==> config.mk <==
export PLATFORM = sky130hd
export DESIGN_NAME = mo_pixel_serializer
export DESIGN_NICKNAME = d
export VERILOG_FILES = /design/src/rtl/mo_gfx_pkg.sv /design/src/rtl/mo_word_shifter.sv /design/src/rtl/mo_pixel_serializer.sv
export SDC_FILE = /design/constraint.sdc
export NUM_CORES = 1
export LEC_CHECK = 0
export BUFFER_PORTS_ARGS = -buffer_cell sky130_fd_sc_hd__buf_2
export CAP_MARGIN = 20
export CELL_PAD_IN_SITES_DETAIL_PLACEMENT = 0
export CELL_PAD_IN_SITES_GLOBAL_PLACEMENT = 1
export CORE_MARGIN = 2
export CORE_UTILIZATION = 40
export CTS_BUF_LIST = sky130_fd_sc_hd__clkbuf_2
export DETAILED_ROUTE_END_ITERATION = 10
export GPL_TIMING_DRIVEN = 0
export PLACE_DENSITY_LB_ADDON = 0.1
export RECOVER_POWER = 100
export SLEW_MARGIN = 15
export SYNTH_ARGS = -nofsm -noshare
export SYNTH_HDL_FRONTEND = slang
export SYNTH_SLANG_ARGS = --single-unit
==> constraint.sdc <==
create_clock -name clk -period 4.7 [get_ports clk]
set_clock_uncertainty 0.2 [all_clocks]
set_input_delay 0.705 -clock clk [delete_from_list [all_inputs] [get_ports clk]]
set_output_delay 0.705 -clock clk [all_outputs]
set_load 0.1 [all_outputs]
==> src/rtl/mo_gfx_pkg.sv <==
// Shared types and helpers for the motion object pixel serializer.
// Graphic words carry 8 pixels as four bitplanes.
package mo_gfx_pkg;

    localparam int PIX_PER_WORD = 8;
    localparam int BPP          = 4;
    localparam int COLOR_W      = 3;
    localparam int CNT_W        = 6;
    localparam int WORD_W       = PIX_PER_WORD * BPP;

    localparam logic [BPP-1:0] TRANSP = 4'hF;

    typedef enum logic [1:0] {
        ST_IDLE,
        ST_RUN,
        ST_DONE
    } state_e;

    typedef struct packed {
        logic [COLOR_W-1:0] color;
        logic [BPP-1:0]     pix;
    } mosr_t;

    // Blank slot: colour 0 with the transparent code (7'h0F).
    localparam mosr_t MOSR_IDLE = '{color: '0, pix: TRANSP};

    // Pixel idx of a word; plane p is word[8p+7:8p], pixel i is bit (7-i).
    function automatic logic [BPP-1:0] pix_at(
        input logic [WORD_W-1:0] word,
        input logic [2:0]        idx,
        input logic              hflip
    );
        logic [2:0]     i;
        logic [BPP-1:0] p;
        i = hflip ? (3'd7 - idx) : idx;
        for (int b = 0; b < BPP; b++) begin
            p[b] = word[8*b + 7 - int'(i)];
        end
        return p;
    endfunction

endpackage

==> src/rtl/mo_word_shifter.sv <==
// 8-pixel shift register: unpacks a word (with hflip) at load,
// then presents one pixel per shift on pix, lowest slot first.
module mo_word_shifter
    import mo_gfx_pkg::*;
(
    input  logic                       clk,
    input  logic                       reset,
    input  logic                       flush,
    input  logic                       load,
    input  logic                       shift,
    input  logic [WORD_W-1:0]          word,
    input  logic                       hflip,
    input  logic [COLOR_W-1:0]         color_in,
    output logic [BPP-1:0]             pix,
    output logic [COLOR_W-1:0]         color,
    output logic                       empty,
    output logic                       last
);

    logic [PIX_PER_WORD-1:0][BPP-1:0] pix_q, pix_d;
    logic [COLOR_W-1:0]               color_q, color_d;
    logic [3:0]                       cnt_q, cnt_d;

    assign pix   = pix_q[0];
    assign color = color_q;
    assign empty = (cnt_q == 4'd0);
    assign last  = (cnt_q == 4'd1);

    // Flush beats load beats shift; load wins over the shift of slot 8.
    always_comb begin
        pix_d   = pix_q;
        color_d = color_q;
        cnt_d   = cnt_q;
        if (flush) begin
            cnt_d = 4'd0;
        end else if (load) begin
            for (int i = 0; i < PIX_PER_WORD; i++) begin
                pix_d[i] = pix_at(word, 3'(i), hflip);
            end
            color_d = color_in;
            cnt_d   = 4'd8;
        end else if (shift && !empty) begin
            pix_d = {TRANSP, pix_q[PIX_PER_WORD-1:1]};
            cnt_d = cnt_q - 4'd1;
        end
    end

    // Shifter state registers.
    always_ff @(posedge clk or posedge reset) begin
        if (reset) begin
            pix_q   <= '0;
            color_q <= '0;
            cnt_q   <= 4'd0;
        end else begin
            pix_q   <= pix_d;
            color_q <= color_d;
            cnt_q   <= cnt_d;
        end
    end

endmodule

==> src/rtl/mo_pixel_serializer.sv <==
// Line-buffer write feeder: hold register + shifter, emits
// {colour, pixel} at pixel rate with the LMPD_b transparency flag.
module mo_pixel_serializer
    import mo_gfx_pkg::*;
(
    input  logic               clk,
    input  logic               reset,
    input  logic               pix_ce,
    input  logic               line_start,
    input  logic [CNT_W-1:0]   line_words,
    input  logic [WORD_W-1:0]  gfx_data,
    input  logic               gfx_hflip,
    input  logic [COLOR_W-1:0] gfx_color,
    input  logic               gfx_valid,
    output logic               gfx_ready,
    output logic [6:0]         mosr,
    output logic               mosr_valid,
    output logic               lmpd_b,
    output logic               line_done,
    output logic               underrun
);

    state_e             state_q, state_d;
    logic               hold_full_q, hold_full_d;
    logic [WORD_W-1:0]  hold_data_q, hold_data_d;
    logic               hold_flip_q, hold_flip_d;
    logic [COLOR_W-1:0] hold_color_q, hold_color_d;
    logic [CNT_W-1:0]   accepted_q, accepted_d;
    logic [CNT_W-1:0]   remaining_q, remaining_d;
    logic [CNT_W-1:0]   words_q, words_d;
    mosr_t              mosr_q, mosr_d;
    logic               mosr_valid_q, mosr_valid_d;
    logic               lmpd_b_q, lmpd_b_d;
    logic               fin_q, fin_d;
    logic               line_done_q, line_done_d;
    logic               underrun_q, underrun_d;
    logic               started_q, started_d;

    logic               accept, emit, sh_load;
    logic [BPP-1:0]     sh_pix;
    logic [COLOR_W-1:0] sh_color;
    logic               sh_empty, sh_last;

    assign gfx_ready = (state_q == ST_RUN) && !hold_full_q
                     && (accepted_q < words_q);
    assign accept    = gfx_valid && gfx_ready;
    assign emit      = pix_ce && (state_q == ST_RUN) && !sh_empty;
    assign sh_load   = hold_full_q && !line_start
                     && (sh_empty || (emit && sh_last));

    assign mosr       = mosr_q;
    assign mosr_valid = mosr_valid_q;
    assign lmpd_b     = lmpd_b_q;
    assign line_done  = line_done_q;
    assign underrun   = underrun_q;

    mo_word_shifter u_shifter (
        .clk      (clk),
        .reset    (reset),
        .flush    (line_start),
        .load     (sh_load),
        .shift    (emit),
        .word     (hold_data_q),
        .hflip    (hold_flip_q),
        .color_in (hold_color_q),
        .pix      (sh_pix),
        .color    (sh_color),
        .empty    (sh_empty),
        .last     (sh_last)
    );

    // Next state: line_start first, then accept, transfer and pixel slot.
    // Empty slots before the first pixel of a line are pipeline fill,
    // not an underrun.
    always_comb begin
        state_d      = state_q;
        hold_full_d  = hold_full_q;
        hold_data_d  = hold_data_q;
        hold_flip_d  = hold_flip_q;
        hold_color_d = hold_color_q;
        accepted_d   = accepted_q;
        remaining_d  = remaining_q;
        words_d      = words_q;
        mosr_d       = mosr_q;
        mosr_valid_d = mosr_valid_q;
        lmpd_b_d     = lmpd_b_q;
        fin_d        = 1'b0;
        line_done_d  = fin_q;
        underrun_d   = underrun_q;
        started_d    = started_q;
        if (line_start) begin
            state_d      = (line_words != '0) ? ST_RUN : ST_DONE;
            hold_full_d  = 1'b0;
            accepted_d   = '0;
            remaining_d  = line_words;
            words_d      = line_words;
            mosr_d       = MOSR_IDLE;
            mosr_valid_d = 1'b0;
            lmpd_b_d     = 1'b1;
            line_done_d  = 1'b0;
            underrun_d   = 1'b0;
            started_d    = 1'b0;
        end else begin
            if (sh_load) begin
                hold_full_d = 1'b0;
            end
            if (accept) begin
                hold_full_d  = 1'b1;
                hold_data_d  = gfx_data;
                hold_flip_d  = gfx_hflip;
                hold_color_d = gfx_color;
                if (accepted_q != '1) begin
                    accepted_d = accepted_q + 1'b1;
                end
            end
            if (emit) begin
                mosr_d       = '{color: sh_color, pix: sh_pix};
                mosr_valid_d = 1'b1;
                lmpd_b_d     = (sh_pix == TRANSP);
                started_d    = 1'b1;
                if (sh_last && remaining_q != '0) begin
                    remaining_d = remaining_q - 1'b1;
                    if (remaining_q == CNT_W'(1)) begin
                        state_d = ST_DONE;
                        fin_d   = 1'b1;
                    end
                end
            end else if (pix_ce) begin
                mosr_d       = MOSR_IDLE;
                mosr_valid_d = 1'b0;
                lmpd_b_d     = 1'b1;
                if (state_q == ST_RUN && started_q) begin
                    underrun_d = 1'b1;
                end
            end
        end
    end

    // State, storage and output registers.
    always_ff @(posedge clk or posedge reset) begin
        if (reset) begin
            state_q      <= ST_IDLE;
            hold_full_q  <= 1'b0;
            hold_data_q  <= '0;
            hold_flip_q  <= 1'b0;
            hold_color_q <= '0;
            accepted_q   <= '0;
            remaining_q  <= '0;
            words_q      <= '0;
            mosr_q       <= MOSR_IDLE;
            mosr_valid_q <= 1'b0;
            lmpd_b_q     <= 1'b1;
            fin_q        <= 1'b0;
            line_done_q  <= 1'b0;
            underrun_q   <= 1'b0;
            started_q    <= 1'b0;
        end else begin
            state_q      <= state_d;
            hold_full_q  <= hold_full_d;
            hold_data_q  <= hold_data_d;
            hold_flip_q  <= hold_flip_d;
            hold_color_q <= hold_color_d;
            accepted_q   <= accepted_d;
            remaining_q  <= remaining_d;
            words_q      <= words_d;
            mosr_q       <= mosr_d;
            mosr_valid_q <= mosr_valid_d;
            lmpd_b_q     <= lmpd_b_d;
            fin_q        <= fin_d;
            line_done_q  <= line_done_d;
            underrun_q   <= underrun_d;
            started_q    <= started_d;
        end
    end

endmodule

Word-level counts from Yosys, hierarchy flattened
Cells that the tools add are included.
{"block": "classes", "add_sub_neg": 35, "mul": 0, "div": 0, "n_lt_le_gt_ge": 33, "eq_ne": 6, "n_shift": 0, "muxes": 143, "bitwise_logic": 1, "reduce_logical": 36}
{"cell": "< comparator 32 x 7 -> 1 bit, second input constant", "n": 32}
{"cell": "binary-select mux 1 bit (select 5 bit)", "n": 32}
{"cell": "subtractor 5 x 3 -> 6 bit, first input constant", "n": 16}
{"cell": "two-way mux 1 bit", "n": 84}
{"cell": "two-way mux 32 bit", "n": 2}
{"cell": "subtractor 4 x 3 -> 5 bit, first input constant", "n": 8}
{"cell": "two-way mux 6 bit", "n": 6}
{"cell": "subtractor 3 x 3 -> 4 bit, first input constant", "n": 8}
{"cell": "two-way mux 3 bit", "n": 8}
{"cell": "two-way mux 7 bit", "n": 3}
{"cell": "nonzero test 2 bit", "n": 8}
{"cell": "two-way mux 4 bit", "n": 3}
{"cell": "nonzero test 6 bit", "n": 2}
{"cell": "logical AND 1 bit", "n": 11}
{"cell": "two-way mux 2 bit", "n": 5}
{"cell": "AND reduction 2 bit", "n": 5}
{"cell": "nonzero test 3 bit", "n": 3}
{"cell": "adder 6 x 1 -> 6 bit, second input constant", "n": 1}
{"cell": "equality test 6 x 1 -> 1 bit, second input constant", "n": 1}
{"cell": "< comparator 6 bit", "n": 1}
{"cell": "!= test 6 bit, second input constant", "n": 1}
{"cell": "AND reduction 3 bit", "n": 2}
{"cell": "subtractor 6 x 1 -> 6 bit, second input constant", "n": 1}
{"cell": "equality test 4 x 1 -> 1 bit, second input constant", "n": 1}
{"cell": "8 further kinds", "n": 10}
{"block": "totals", "register_bits": 109, "latch_bits": 0, "ram_bits": 0, "mem_bits_ro": 0, "inputBits": 47, "out_inout_bits": 12, "mem_count": 0}

Longest topological paths before layout
Gate-level depths: netlist of run 1.
{"block": "depth", "ltp_word": 9, "depth_mapped": 9}

Modules after synthesis
From an unflattened synthesis of run 1, not the netlist that was laid out.
{"block": "unflattened", "cells_unflattened": 451, "area_unflattened_um2": 5283.8}
{"module": "mo_pixel_serializer", "n_inst": 1, "cells_per_inst": 237, "area_each_um2": 3014.1, "seq_area_each_um2": 1757.9}
{"module": "mo_word_shifter", "n_inst": 1, "cells_per_inst": 214, "area_each_um2": 2269.7, "seq_area_each_um2": 975.9}

Least setup slack after synthesis of run 1
No wires, ideal clock.
{"block": "synth_timing", "path_type": "flip-flop to output port", "start": "reg accepted_q[5]", "end": "out gfx_ready", "t_arrival_ns": 2.299, "required_time_ns": 3.795, "slack_ns": 1.496, "stages_incl_launch_ff": 5, "cell_sequence": "dfrtp_1 ha_1 nor4b_1 o211ai_1 nor2_1"}
{"block": "synth_between", "elab_chain_len": 2}
{"item": "start, declared", "line_no": "mo_pixel_serializer.sv:28", "rtl": "logic [CNT_W-1:0] accepted_q, accepted_d;"}
{"item": "start signal, assigned", "line_no": "mo_pixel_serializer.sv:163", "rtl": "accepted_q <= accepted_d;"}
{"item": "< comparator 6 bit", "line_no": "mo_pixel_serializer.sv:45", "rtl": "&& (accepted_q < words_q);"}
{"item": "logical AND 1 bit", "line_no": "mo_pixel_serializer.sv:45"}
{"item": "end, declared", "line_no": "mo_pixel_serializer.sv:15", "rtl": "output logic gfx_ready,"}
Every way passes these cells.

Worst setup path in the final report of run 1
Same ends and word-level chain as after synthesis.

==> impl_metrics.ini, run 1 <==
[outcome]
status = complete, but fails checks
violations = capacitance limit, slew limit

[synth]
ys_seq_elements = 109
yosys_warnings = 0
synth_area_mm2 = 0.005293
synth_compound_gate_area_share_pct = 15.77
synth_cell_type_count = 56
post_synth_fa_ha_maj_area_fraction_pct = 2.600
seq_area_frac_synth_pct = 51.65
ys_async_sr_fraction_pct = 100.0
syn_inst = 483
dominant_combinational_cell_family_by_area_after_synthesis = simple AND/OR/NAND/NOR gates
synth_fp_nets = 541
synth_xor_xnor_area_share_pct = 1.158
synth-edff-count = 0
synth.avg_cell_area_um2 = 10.96
synthSimpleGateAreaFrac_pct = 15.98
synth_top_flop_cell = sky130_fd_sc_hd__dfrtp_1
yosys-mux-area-fraction_pct = 8.889

[finish]
layout.cells.most_common_list = sky130_fd_sc_hd__dfrtp_1 (104), sky130_fd_sc_hd__nand2_1 (56), sky130_fd_sc_hd__buf_2 (47)
area_growth_syn_to_layout_pct = 10.12
layout.core_utilization_pct = 44.54
layout_commonest_cell = sky130_fd_sc_hd__dfrtp_1
n_fill_cell = 1291
drive_above_1_share_pct = 21.51
post_layout_nonfiller_instances = 735
finish.instance_area_mm2 = 0.005828
num-nets-final = 611

[critical_path]
reg2reg_depth = 7
buf_inv_on_cp = 1
cp_data_arrival_time_ns = 3.03
worst_path_max_fanout = 6
worstPathRequired_ns = 3.80
worstSetupStartpointType = flip-flop
cp_slowest_stage_delay_ns = 0.87
end_kind = output pin
crit_path_cell_trace = ha_1 > nor4b_1 > o211ai_1 > nor2_1 > clkbuf_1
slowest_stage = sky130_fd_sc_hd__clkbuf_1
criticalPathCategory = flip-flop to output pin
critical-path-top-delay-family = buffers and inverters
cp_num_cells = 5

[die]
x_dimension_of_the_die_um = 119.0
fp.dieH_um = 119.0
floorplan.rows = 42
initial_utilization_pct = 40.45
core_region_area_mm2 = 0.01309
num_io_pins = 59
die-area_mm2 = 0.01417

[power_and_ir_drop]
power_density_mw_per_mm2 = 456.3
peakVddDrop_mv = 0.1966
power.total_mw = 2.660
cellLeakagePower_nw = 2.499

[timing]
timing.slew.headroom_pct = -49.89
setup_tns_after_final_layout_ns = 0
period_minus_slack_ns = 3.940
whs_ns = 0.08328
setup_viol_count_final = 0
rsz_0062_raised_after_global_routing = false
final_worst_path_period_share_pct = 83.83
max_freq_ghz = 0.2538
hold_violations = 0
worst_slew_pin_slew_ns = 2.236
timing.final.ws_setup_ns = 0.7600
slew_violations = 105

[global_route]
grt_use_total_pct = 18.02
use_met3_pct = 4.741
grt_antenna_before_repair = 1
grt_pass1_wl_mm = 19.83
busiest_layer = met2
number_of_global_route_vias_before_repair = 3809
grt_start_max_net_pins = 62
grt.overflow.total = 0
grtUsageMet1_pct = 23.54
grt.met2_usage_pct = 29.49

[clock_network]
postCtsSetupBuffers = 0
h_tree_levels = 3
cts-root-buf = sky130_fd_sc_hd__clkbuf_2
cts.clk_slew.worst_paths_ns = 0.29
cts_tree = built
number_of_sinks_on_the_clock_net = 109
clock_path_buffers = 2
clock_insertion_delay_worst_skew_ns = 0.62
cts_made_buffers = 9

[route]
routed_wire_length_per_instance_um = 16.50
routed-via-count = 3782
number_of_routed_nets_with_antenna_violations = 0
initialDrtViolationCount = 256
vias_per_cell = 5.146
route.final.wire_length_mm = 12.13
route.detailed.drc = 0
first_pass_iters = 4

[place]
place_congestion = 0.7783
placedCellCount = 717
dp_hpwl_mm = 8.564
buffer_ports.inserted = 57
detailedPlace.worstSlack_ns = 1.823
placement.cell_area_mm2 = 0.005831

[worst_hold_path]
hp-class = input port to flip-flop
whs_path_depth = 2

[flow_run]
cap_viol_max_count = 3
-- report_power, final --
part | internal (mW) | switching, mW
combinational | 0.333 | 0.477
clock | 0.168 | 0.305
sequential | 1.20 | 0.178
total | 1.70 | 0.960
-- flip-flops by register name (all words and copies together), names as in the netlist --
| signal | cells |
|---|---|
| u_shifter.color | 3 |
| hold_data_q | 32 |
| u_shifter.pix | 4 |
| u_shifter.cnt_q | 4 |
| accepted_q | 6 |
| mosr | 7 |
| underrun | 1 |
| u_shifter.pix_q | 28 |
| lmpd_b | 1 |
| line_done | 1 |
| hold_full_q | 1 |
| hold_color_q | 3 |
| remaining_q | 6 |
| fin_q | 1 |
| state_q | 2 |
| started_q | 1 |
| mosr_valid | 1 |
| words_q | 6 |
| hold_flip_q | 1 |
-- cell type report --
class	count	area, µm²	area share, %
inverters	12	46.29	0.7943
plain buffers	27	142.6	2.447
clock buffers	9	45.04	0.7729
clock inverters	7	80.08	1.374
repair buffers	59	285.3	4.895
well taps	176	220.2	3.778
multi-input cells	335	2272	38.99
flip-flops and latches	109	2734	46.91
diodes	1	2.502	0.04294
-- synthesized netlist by cell type, types with 3 or more instances --
cell / instances / share of area, %
sky130_fd_sc_hd__a211oi_1: 28 / 4.0
sky130_fd_sc_hd__a21oi_1: 12 / 1.1
sky130_fd_sc_hd__a22o_1: 3 / 0.50
sky130_fd_sc_hd__buf_1: 3 / 0.21
sky130_fd_sc_hd__buf_2: 5 / 0.47
sky130_fd_sc_hd__buf_6: 7 / 1.5
sky130_fd_sc_hd__clkbuf_1: 11 / 0.78
sky130_fd_sc_hd__dfrtp_1: 104 / 49
sky130_fd_sc_hd__dfstp_2: 5 / 2.5
sky130_fd_sc_hd__ha_1: 11 / 2.6
sky130_fd_sc_hd__inv_1: 12 / 0.85
sky130_fd_sc_hd__mux2_2: 36 / 7.7
sky130_fd_sc_hd__mux2i_1: 5 / 0.95
sky130_fd_sc_hd__nand2_1: 56 / 4.0
sky130_fd_sc_hd__nand2b_1: 5 / 0.59
sky130_fd_sc_hd__nand3_1: 4 / 0.38
sky130_fd_sc_hd__nor2_1: 45 / 3.2
sky130_fd_sc_hd__nor2b_1: 30 / 3.5
sky130_fd_sc_hd__nor3_1: 6 / 0.57
sky130_fd_sc_hd__nor4b_1: 3 / 0.50
sky130_fd_sc_hd__o21ai_0: 12 / 1.1
sky130_fd_sc_hd__o21ai_1: 3 / 0.28
sky130_fd_sc_hd__o22a_1: 4 / 0.66
sky130_fd_sc_hd__o31ai_1: 17 / 2.4
sky130_fd_sc_hd__o31ai_2: 12 / 2.8
sky130_fd_sc_hd__or3_1: 4 / 0.47
sky130_fd_sc_hd__xor2_1: 5 / 0.83
-- cell families after synthesis --
kind of cell | after synthesis
muxes | 42
DFF | 109
buffers and inverters | 39
adders and majority gates | 11
AOI/OAI and AO/OA | 106
and+or+nand+nor | 169
xor gates and xnor gates | 7
-- repair_timing --
action                                  in CTS  in global routing
hold buffers                                 1                  0
endpoints found under the setup margin       0                  0
endpoints found under the hold margin       46                  0
resized for setup                            0                  0
-- layer usage --
layer / routed length, µm / up-vias
met1: 5717 / 1841
met3: 483 / 14
li1: - / 1848
met2: 5747 / 79
met4: 180 / 0
met5: 0 / -
-- worst paths after layout --
| path | from | to | slack (ns) |
|---|---|---|---|
| max reg2reg | accepted_q[5] | hold_data_q[29] | 1.03 |
| min reg2reg | fin_q | line_done | 0.31 |
| min in group asynchronous | reset | u_shifter.pix_q[19] | 0.98 |
| max | accepted_q[5] | gfx_ready | 0.76 |
| max in group asynchronous | reset | hold_data_q[3] | 1.08 |
| min | gfx_data[1] | hold_data_q[1] | 0.08 |
Note: power is estimated with default switching activity, not from simulation.
==> run 2: changes to the inputs <==
- clock period: 4.7 -> 3.4 ns (I/O delays scaled with it)
==> run 2 against run 1 <==
  * The flow still finishes with violations (capacitance limit, slew limit)
  * Hold slack gained 0.16 ns
  * Combinational power grew 47%
  * Non-clock buffer count grew 45
  * Core utilization grew 3.8 points
  * Largest cell class unchanged
  * Largest power group unchanged
==> impl_metrics.ini, run 2 (synthesis results as in run 1) <==
[outcome]
status = complete, but fails checks
violations = capacitance limit, slew limit

[power_and_ir_drop]
cellLeakagePower_nw = 2.722
switching_power_mw = 1.352
peakVddDrop_mv = 0.2892
share_comb_of_total_power_pct = 31.6
switching_share_pct = 35.82
power_density_mw_per_mm2 = 596.7
power_frac_clock_pct = 17.9
internal-power_mw = 2.423
seqPwrFrac_pct = 50.6
power.total_mw = 3.775

[route]
vias_per_cell = 5.026
routed_wire_length_per_instance_um = 16.23
routed-via-count = 3920
initialDrtViolationCount = 208
route.detailed.drc = 0
first_pass_iters = 7
route.final.wire_length_mm = 12.66
number_of_routed_nets_with_antenna_violations = 0

[die]
floorplan.rows = 42
initial_utilization_pct = 40.45
fp.dieH_um = 119.0
x_dimension_of_the_die_um = 119.0
num_io_pins = 59
core_region_area_mm2 = 0.01309
die-area_mm2 = 0.01417

[timing]
timing.slew.headroom_pct = -23.41
worst_slew_pin_slew_ns = 1.851
rsz_0062_raised_after_global_routing = false
period_minus_slack_ns = 3.137
whs_ns = 0.2423
final_worst_path_period_share_pct = 92.25
setup_viol_count_final = 0
max_freq_ghz = 0.3188
slew_violations = 62
hold_violations = 0
setup_tns_after_final_layout_ns = 0

[finish]
area_growth_syn_to_layout_pct = 19.53
layout_commonest_cell = sky130_fd_sc_hd__dfrtp_1
n_fill_cell = 1250
regArea_mm2 = 0.002734
regMostFlops = hold_data_q
layout.cells.most_common_list = sky130_fd_sc_hd__dfrtp_1 (104), sky130_fd_sc_hd__nand2_1 (56), sky130_fd_sc_hd__buf_2 (49)
num-nets-final = 656
multi_input_comb_area_mm2 = 0.002327
flip_flop_count_of_the_largest_register_all_copies_and_words_added = 32
layout.core_utilization_pct = 48.35
drive_above_1_share_pct = 21.89

[place]
buffer_ports.inserted = 57
place_congestion = 0.7873
dp_hpwl_mm = 8.866

[critical_path]
worstSetupStartpointType = flip-flop
critical_path.reg2reg.startpoint = accepted_q[5]
worst_path_max_fanout = 10
cp_data_arrival_time_ns = 3.44
worstSetupStartpoint = accepted_q[5]
worstPathRequired_ns = 3.70
criticalPathCategory = flip-flop to flip-flop
end_kind = flip-flop

[clock_network]
postCtsSetupBuffers = 0
h_tree_levels = 3
cts-root-buf = sky130_fd_sc_hd__clkbuf_2
clock_path_buffers = 2
cts_made_buffers = 9
number_of_sinks_on_the_clock_net = 109
clock_insertion_delay_worst_skew_ns = 0.63
cts_tree = built
cts.clk_slew.worst_paths_ns = 0.29

[flow_run]
cap_viol_max_count = 2

[global_route]
number_of_global_route_vias_before_repair = 4067
grt.overflow.total = 0
grt_start_max_net_pins = 37
grt_use_total_pct = 19.18
grt_pass1_wl_mm = 21.29
grt_antenna_before_repair = 1

[worst_hold_path]
hp-class = input port to asynchronous set/reset pin
## run 2: layout make-up
class                   instances  area share [%]
diodes                          1         0.03956
inverters                      12          0.7318
well taps                     176           3.481
clock inverters                 4           1.147
repair buffers                104           11.69
multi-input cells             335           36.79
clock buffers                  12          0.9494
plain buffers                  27           1.958
flip-flops and latches        109           43.22
## run 2: worst max-delay path: stages (launching register included)
cell	delay, ns
sky130_fd_sc_hd__dfrtp_1	0.49
sky130_fd_sc_hd__ha_1	0.24
sky130_fd_sc_hd__nor4b_2	0.32
sky130_fd_sc_hd__o2111a_2	0.27
sky130_fd_sc_hd__o21ai_0	0.37
sky130_fd_sc_hd__nor2_8	0.36
sky130_fd_sc_hd__clkbuf_2	0.40
sky130_fd_sc_hd__mux2_2	0.38
## run 2: power groups by stage
stage	logic, mW	clock network, mW	registers [mW]
2_1_floorplan	0.861	0	1.95
3_3_place_gp	1.16	0	1.92
3_5_place_dp	1.20	0	1.93
4_1_cts	1.24	0.701	1.91
5_1_grt	1.34	0.765	1.96
6_report	1.19	0.674	1.91
## run 2: stage by stage
step	setup slack, ns	std cells	area (µm²)
floorplan	0.3914	483	5296
global placement	0.5634	716	5802
detailed placement	0.5673	719	5862
CTS	0.02594	779	6435
global route	0.03368	780	6326
finish	0.2635	780	6326
## run 2: metal layers
| layer | GRT usage [%] | up-vias | wire (µm) |
|---|---|---|---|
| met5 | 0 | - | 0 |
| li1 | - | 1948 | - |
| met2 | 32.58 | 67 | 6177 |
| met3 | 4.550 | 10 | 382 |
| met4 | 4.390 | 0 | 131 |
| met1 | 24.86 | 1895 | 5967 |
## run 2: timing repair
action | 4_1_cts | 5_1_grt
endpoints found under the hold margin | 124 | 0
hold buffers | 44 | 0
endpoints found under the setup margin | 0 | 1
gates resized for setup | 0 | 1
## run 2: worst paths after layout
path | endpoint | slack, ns | cells past startpoint
max | hold_color_q[1] | 0.26 | 7
min | u_shifter.pix_q[19] | 0.24 | 3
max reg2reg | hold_color_q[1] | 0.26 | 7
min reg2reg | u_shifter.color[2] | 0.27 | 2
max in group asynchronous | mosr[0] | 0.61 | 5
min in group clk | u_shifter.color[2] | 0.27 | 2
==> run 3: changes to the inputs <==
- PLACE_DENSITY_LB_ADDON: 0.1 -> 0.25
==> run 3 against run 2 <==
  * The run still ends with capacitance limit, slew limit left
  * Combinational power about the same
  * Hold slack worse by 0.19 ns
  * Cell area down 0.95%
  * First-iteration DRC count up 15%
  * Clock power down 12%
  * Count of clock-buffer cells in the layout down 1
  * Critical path depth unchanged
  * Routed wire length down 2.1%
  * Register-to-register slack about the same
  * Critical path type unchanged
==> impl_metrics.ini, run 3 (synthesis results as in run 1) <==
[outcome]
status = complete, but fails checks
violations = capacitance limit, slew limit

[route]
route.final.wire_length_mm = 12.40
first_pass_iters = 4
initialDrtViolationCount = 240
route.detailed.drc = 0
routed-via-count = 3951
vias_per_cell = 5.078
number_of_routed_nets_with_antenna_violations = 0
routed_wire_length_per_instance_um = 15.93

[clock_network]
postCtsSetupBuffers = 0
clock_insertion_delay_worst_skew_ns = 0.63
cts-root-buf = sky130_fd_sc_hd__clkbuf_2
h_tree_levels = 3
clock_path_buffers = 2
cts_made_buffers = 9
cts.clk_slew.worst_paths_ns = 0.26
number_of_sinks_on_the_clock_net = 109
cts_tree = built

[die]
fp.dieH_um = 119.0
initial_utilization_pct = 40.45
x_dimension_of_the_die_um = 119.0
core_region_area_mm2 = 0.01309
die-area_mm2 = 0.01417
num_io_pins = 59
floorplan.rows = 42

[global_route]
grt_pass1_wl_mm = 20.78
grt_use_total_pct = 18.57
number_of_global_route_vias_before_repair = 4001
grt.overflow.total = 0
grt_start_max_net_pins = 37
grt_antenna_before_repair = 1

[finish]
layout_commonest_cell = sky130_fd_sc_hd__dfrtp_1
regMostFlops = hold_data_q
area_growth_syn_to_layout_pct = 18.39
layout.core_utilization_pct = 47.89
flip_flop_count_of_the_largest_register_all_copies_and_words_added = 32
num-nets-final = 655
layout.cells.most_common_list = sky130_fd_sc_hd__dfrtp_1 (104), sky130_fd_sc_hd__nand2_1 (56), sky130_fd_sc_hd__buf_2 (47)
drive_above_1_share_pct = 20.80

[timing]
setup_tns_after_final_layout_ns = 0
timing.slew.headroom_pct = -25.83
period_minus_slack_ns = 3.133
slew_violations = 69
hold_violations = 0
rsz_0062_raised_after_global_routing = false
worst_slew_pin_slew_ns = 1.887
max_freq_ghz = 0.3192
whs_ns = 0.05683
setup_viol_count_final = 0
final_worst_path_period_share_pct = 92.15

[place]
buffer_ports.inserted = 57
place_congestion = 0.8139
dp_hpwl_mm = 8.667

[critical_path]
worst_path_max_fanout = 10
worstSetupStartpointType = flip-flop
end_kind = flip-flop
worstPathRequired_ns = 3.73
criticalPathCategory = flip-flop to flip-flop
cp_data_arrival_time_ns = 3.47

[power_and_ir_drop]
cellLeakagePower_nw = 2.690
power_density_mw_per_mm2 = 585.2
peakVddDrop_mv = 0.3789

[worst_hold_path]
hp-class = input port to flip-flop

[flow_run]
cap_viol_max_count = 2
## run 3: worst max-delay path: stages, from the launching register on
cell                       delay, ns
sky130_fd_sc_hd__dfrtp_1        0.52
sky130_fd_sc_hd__ha_1           0.24
sky130_fd_sc_hd__nor4b_2        0.31
sky130_fd_sc_hd__o2111a_2       0.26
sky130_fd_sc_hd__o21ai_0        0.37
sky130_fd_sc_hd__nor2_8         0.35
sky130_fd_sc_hd__clkbuf_2       0.40
sky130_fd_sc_hd__mux2_2         0.38
## run 3: path summary, 6_finish.rpt
check                                startpoint             endpoint  slack [ns]  depth (start not counted)
worst max-delay path              accepted_q[5]      hold_color_q[1]        0.27                          7
worst min-delay path                     pix_ce           mosr_valid        0.06                          4
worst max register to register    accepted_q[5]      hold_color_q[1]        0.27                          7
worst min register to register  hold_color_q[2]   u_shifter.color[2]        0.30                          2
max in group asynchronous                 reset       remaining_q[2]        0.82                          4
min in group asynchronous                 reset  u_shifter.pix_q[15]        0.10                          3
## run 3: area by class of cell
| type | count | area (µm²) |
|---|---|---|
| Tap cell | 176 | 220.2 |
| Fill cell | 1253 | 6819 |
| Multi-Input combinational cell | 335 | 2298 |
| Antenna cell | 1 | 2.502 |
| Buffer | 27 | 131.4 |
| Timing Repair Buffer | 103 | 728.2 |
| Sequential cell | 109 | 2734 |
| Inverter | 12 | 46.29 |
| Clock inverter | 4 | 50.05 |
| Clock buffer | 11 | 55.05 |
## run 3: per-stage QoR
stage	setup slack, ns	area [µm²]	cells	power [mW]
2_1_floorplan	0.3914	5296	483	2.809
3_3_place_gp	0.5872	5802	716	3.083
3_5_place_dp	0.6425	5862	719	3.131
4_1_cts	0.1080	6397	777	3.769
5_1_grt	0.1299	6266	778	3.935
6_report	0.2669	6266	778	3.667
## run 3: timing repair
item | in CTS | in global routing
gates resized for setup | 0 | 1
hold buffers | 43 | 0
endpoints found under the hold margin | 123 | 0
setup endpoints to repair | 0 | 1
## run 3: where the power goes
part	internal, mW	switching (mW)
Sequential	1.66	0.250
Clock	0.170	0.426
Combinational	0.503	0.661
Total	2.33	1.34
## run 3: per-layer routing
metal | track usage [%] | routed length (µm) | vias up
met5 | 0 | 0 | -
met4 | 4.018 | 124 | 0
met3 | 4.981 | 469 | 10
met2 | 31.36 | 6022 | 76
met1 | 23.96 | 5781 | 1920
li1 | - | - | 1945
